## src/rtl/clock_enable_generator_mc.sv

```systemverilog
// Multi-channel programmable clock-enable generator: per-channel divisor, pulse/toggle
// mode, run/halt control and edge-detected single step. All state lives in the clk_in domain.
module clock_enable_generator_mc #(
   parameter int NUM_CH      = 2,
   parameter int DIV_W       = 29,
   parameter int DEFAULT_DIV = 99_999_999,
   parameter int CH_W        = (NUM_CH > 1) ? $clog2(NUM_CH) : 1
) (
   input  logic              clk_in,
   input  logic              rst,
   input  logic              cfg_we,
   input  logic [CH_W-1:0]   cfg_sel,
   input  logic [DIV_W-1:0]  cfg_div,
   input  logic              cfg_mode,
   input  logic [NUM_CH-1:0] run,
   input  logic [NUM_CH-1:0] step,
   output logic [NUM_CH-1:0] clk_enable,
   output logic [NUM_CH-1:0] wrap
);

   localparam logic [DIV_W-1:0] DIV_RESET = DIV_W'(DEFAULT_DIV);
   localparam logic [DIV_W-1:0] CNT_ZERO  = {DIV_W{1'b0}};
   localparam logic [DIV_W-1:0] CNT_ONE   = {{(DIV_W-1){1'b0}}, 1'b1};

   logic [NUM_CH-1:0] step_q_r;

   // Step history; preset to ones so a step held through reset never fires.
   always_ff @(posedge clk_in) begin
      if (rst) begin
         step_q_r <= {NUM_CH{1'b1}};
      end else begin
         step_q_r <= step;
      end
   end

   for (genvar i = 0; i < NUM_CH; i++) begin : g_ch
      logic [DIV_W-1:0] cnt_r, cnt_s;
      logic [DIV_W-1:0] div_r, div_s;
      logic             mode_r, mode_s;
      logic             en_r, en_s;
      logic             wrap_r, wrap_s;
      logic             cfg_hit_s;
      logic             step_evt_s;

      // Next-state: config write > step (halted only) > run/halt.
      always_comb begin
         cnt_s      = cnt_r;
         div_s      = div_r;
         mode_s     = mode_r;
         en_s       = en_r;
         wrap_s     = 1'b0;
         cfg_hit_s  = cfg_we && (cfg_sel == CH_W'(i));
         step_evt_s = step[i] && !step_q_r[i];
         if (cfg_hit_s) begin
            div_s  = cfg_div;
            mode_s = cfg_mode;
            cnt_s  = CNT_ZERO;
            en_s   = 1'b0;
            wrap_s = 1'b0;
         end else if (step_evt_s && !run[i]) begin
            cnt_s  = CNT_ZERO;
            wrap_s = 1'b1;
            en_s   = mode_r ? ~en_r : 1'b1;
         end else if (run[i]) begin
            if (cnt_r == div_r) begin
               cnt_s  = CNT_ZERO;
               wrap_s = 1'b1;
               en_s   = mode_r ? ~en_r : 1'b1;
            end else begin
               cnt_s  = cnt_r + CNT_ONE;
               wrap_s = 1'b0;
               en_s   = mode_r ? en_r : 1'b0;
            end
         end else begin
            // Halted: toggle level is frozen, pulse output drops.
            wrap_s = 1'b0;
            en_s   = mode_r ? en_r : 1'b0;
         end
      end

      // Channel state and registered outputs.
      always_ff @(posedge clk_in) begin
         if (rst) begin
            cnt_r  <= CNT_ZERO;
            div_r  <= DIV_RESET;
            mode_r <= 1'b0;
            en_r   <= 1'b0;
            wrap_r <= 1'b0;
         end else begin
            cnt_r  <= cnt_s;
            div_r  <= div_s;
            mode_r <= mode_s;
            en_r   <= en_s;
            wrap_r <= wrap_s;
         end
      end

      assign clk_enable[i] = en_r;
      assign wrap[i]       = wrap_r;
   end

endmodule

```

## config.mk

```make
export PLATFORM = sky130hd
export DESIGN_NAME = clock_enable_generator_mc
export DESIGN_NICKNAME = d
export VERILOG_FILES = /design/src/rtl/clock_enable_generator_mc.sv
export SDC_FILE = /design/constraint.sdc
export NUM_CORES = 1
export LEC_CHECK = 0
export ABC_AREA = 1
export CAP_MARGIN = 30
export CORE_UTILIZATION = 61
export CTS_CLUSTER_SIZE = 24
export DETAILED_ROUTE_END_ITERATION = 7
export GPL_TIMING_DRIVEN = 1
export PLACE_DENSITY = 0.85
export SYNTH_ARGS = -nofsm -noshare
export SYNTH_HDL_FRONTEND = slang
export SYNTH_SLANG_ARGS = --single-unit
```

## constraint.sdc

```tcl
create_clock -name clk_in -period 3.6 [get_ports clk_in]
set_input_delay 0.72 -clock clk_in [delete_from_list [all_inputs] [get_ports clk_in]]
set_output_delay 0.72 -clock clk_in [all_outputs]
set_load 0.1 [all_outputs]
```

# Word-level counts from Yosys, hierarchy flattened
# Cells that the tools add are included.
[totals]
regBits = 124
inputBits = 38
word_cells = 50
[op_classes]
eq_ne = 2
muxes = 18
add_sub_neg = 2
bitwise_logic = 3
n_reduce_logical = 14
[ops]
columns = ["operator", "count"]
rows = [
  ["29-bit by 1-bit adder with 29-bit output, second input constant", 2],
  ["29-bit equality test", 2],
  ["29-bit 2-to-1 mux", 2],
  ["1-bit 2-to-1 mux", 16],
  ["1-bit logical AND", 6],
  ["3-bit OR reduction", 2],
  ["1-bit zero test", 4],
  ["2-bit OR reduction", 2],
  ["1-bit NOT", 3],
]

# Longest topological paths before layout
[logic_depth]
word_depth = 5
depth_mapped = 12

# Worst setup path before layout
# No wires, ideal clock.
[synth_path]
kind = "input port to flip-flop"
from = "input run[0]"
to = "register g_ch[0].cnt_r[22]"
slack_ps = 1901
n_path_buf = 1
t_arrival_ps = 1577
cell_stages = 10
cell_sequence = "inv_2 -> a21oi_1 -> nand2_1 -> nor2_1 -> nand2_1 -> nor2_1 -> nand2_2 -> nand2_2 -> buf_6 -> nor3_1"
[synth_via]
elab_chain_cells = 3
[synth_rtl]
columns = ["item", "line", "source"]
rows = [
  ["from (decl)", "15", "input logic [NUM_CH-1:0] run,"],
  ["1-bit zero test", "60", "end else if (step_evt_s && !run[i]) begin"],
  ["1-bit logical AND", "60", ""],
  ["3-bit OR reduction (no source line)", "-", ""],
  ["to (signal assigned)", "90", "cnt_r <= cnt_s;"],
  ["to (decl)", "37", "logic [DIV_W-1:0] cnt_r, cnt_s;"],
]
# Parallel ways exist; a longest one is shown, timed or not.
# A chain may end at the register's enable or synchronous reset.

# Worst setup path after layout
[layout_path]
from = "register g_ch[0].en_r"
to = "output clk_enable[0]"
[layout_rtl]
columns = ["item", "line", "source"]
rows = [
  ["from (decl)", "40", "logic en_r, en_s;"],
  ["from (signal assigned)", "93", "en_r <= en_s;"],
  ["to (decl)", "17", "output logic [NUM_CH-1:0] clk_enable,"],
]
# No word-level cell between the ends.

==> metrics <==
clk sinks=124; layout cells sized above 1=0.0652; Vias=5,895; hold buffer count at CTS=0; Tightest Pin Transition=0.974 ns; total CTS buffers=17; Max VDD drop=0.534 mV; setup_tns=0 ns; total setup buffers inserted after CTS=0; clock slew at reported path FFs=0.06 ns; Largest stage delay, worst path=1.14 ns; Fin Clk Skew=0.00702 ns; commonest non-fill, non-tap cell in the layout=nand2_1; clk_lat worst skew=0.52 ns; die footprint=10,700 sq um; Crit. End Element=output port; Synth Net Count=999; Final min period=2.71 ns; number of global-route vias before repair=5,514; RSZ-0062 raised after global routing=no; post-synthesis cell count=959; initial core utilization=0.635; crit path DAT=1.99 ns; Fin. Hold Viols=0; largest net degree at the start of global routing=38; commonest non-fill, non-tap cells in the layout=300 x nand2_1, 157 x inv_1, 124 x dfxtp_1; Avg Cell Area, Syn=6.53 sq um; worst hold path type=reg2reg; Levels on crit path=1; Leak=0.00322 uW; Setup CP Type=reg2out; Nets=1,040; Synth Cell Area=6260 sq um; reg2reg setup slack=1.67 ns; CP max stage cell=clkdlybuf4s50_1; Final Cycle Share=0.753; YS warnings=0; power density cells=458 nW/um^2; worst path buffer plus inverter count=1; Design Power=3360 uW; row count=36; chip height=103 um; WL final=16,100 um; H-tree levels=4; CP cell instances=clkdlybuf4s50_1; Worst Hold Path Cells=2; vias per cell=5.14; fin worst setup slack=0.888 ns; Core Box Area=9860 sq um; Buffers on Ports=41; Register-to-Register Path Depth=9; Detail Route Antenna Nets=0; Synth cell types=30; drt first pass iters=5; Final Max Tran Viols=0; I/O Pins=42; post-synthesis register bit count=124; WP data required=2.88 ns; status=finished, final reports clean; Residual DRC=0; CTS Buffer Depth=2; # setup viols final=0; CTS tree=done; Max FO, Critical Path=2; Max-slew headroom=0.349; Worst setup SP type=register; global-route wire length before repair=25,700 um; Die W=103 um; HPWL after DPL=11,700 um; initial DRC count=343; gr ovfl total=0; max-cap violation count=0; Syn-to-layout area delta=17.0%; register area share after synthesis=0.396; initial antenna violation count=0; FMAX=369 MHz; # diodes=0; GRT Total Usage=0.323; Placer Congestion=1.01; Wirelength per Cell=14.1 um; Crit path max-delay family=buffers and inverters; Root Driver=clkbuf_8; post-cts repair resize count=0; dpl ws=0.969 ns
==> path summary, 6_finish.rpt <==
| path | startpoint | end |
|---|---|---|
| setup / recovery | g_ch[0].en_r$_SDFF_PP0_ | clk_enable[0] |
| hold / removal | g_ch[1].div_r[19]$_SDFFE_PP0P_ | g_ch[1].div_r[19]$_SDFFE_PP0P_ |
| setup reg to reg | g_ch[0].cnt_r[20]$_SDFFE_PP0P_ | g_ch[0].cnt_r[17]$_SDFFE_PP0P_ |
| hold reg to reg | g_ch[1].div_r[19]$_SDFFE_PP0P_ | g_ch[1].div_r[19]$_SDFFE_PP0P_ |
==> per-layer routing <==
metal  global-route usage  share of wire
met5                    0              0
met4                0.152          0.032
met3               0.0605          0.049
met2                0.570           0.49
met1                0.378           0.43
==> area by class of cell <==
type                    instances  area, sq um
multi-input cells             649         3040
fillers                       783         2540
flip-flops and latches        124         2480
inverters                     161          604
clock buffers                  21          459
repair buffers                 47          455
well taps                     133          166
clock inverters                11          118
==> report_power, final <==
group,switching [uW],leakage [uW],internal (uW)
clock network,619,0.000283,1030
logic,152,0.00192,99.8
registers,29.2,0.00101,1420
total,800,0.00322,2560
==> cells in the mapped netlist, drive strengths merged <==
| library cell | count | area share |
|---|---|---|
| nand2 | 309 | 0.19 |
| inv | 160 | 0.096 |
| dfxtp | 124 | 0.40 |
| nor2 | 124 | 0.082 |
| o21ai | 44 | 0.035 |
| nand3 | 32 | 0.026 |
| a21oi | 31 | 0.025 |
| o211ai | 29 | 0.035 |
| nor3 | 25 | 0.022 |
| xor2 | 23 | 0.032 |
| clkbuf | 14 | 0.0084 |
| nand4 | 13 | 0.013 |
| buf | 11 | 0.014 |
| nor3b | 7 | 0.0084 |
| xnor2 | 5 | 0.0070 |
| ha | 2 | 0.0040 |
| nor4 | 2 | 0.0020 |
| a31oi | 1 | 0.0010 |
| clkinv | 1 | 0.00060 |
| nand3b | 1 | 0.0012 |
| or2 | 1 | 0.0010 |
==> sequential cells by signal (all words and copies together), names as in the netlist <==
register,flops
g_ch.div_r,58
g_ch.wrap_r,2
g_ch.en_r,2
g_ch.mode_r,2
step_q_r,2
g_ch.cnt_r,58
==> logic make-up after synthesis <==
family                   synth area share
AO/OA/AOI/OAI                      0.0957
XOR/XNOR                           0.0391
adder cells (fa/ha/maj)           0.00399
buffers and inverters               0.119
flip-flops                          0.396
AND/OR/NAND/NOR                     0.346
==> metrics by stage <==
step                hold WS, ns  instance area (sq um)  utilization  std cells
finish                    0.472                   7330        0.743       1146
global route              0.494                   7330        0.743       1146
CTS                       0.471                   7330        0.743       1146
detailed placement        0.463                   6750        0.684       1114
global placement          0.454                   6750        0.684       1114
floorplan                 0.443                   6260            -        959
Power figures use the tool's default switching activity.
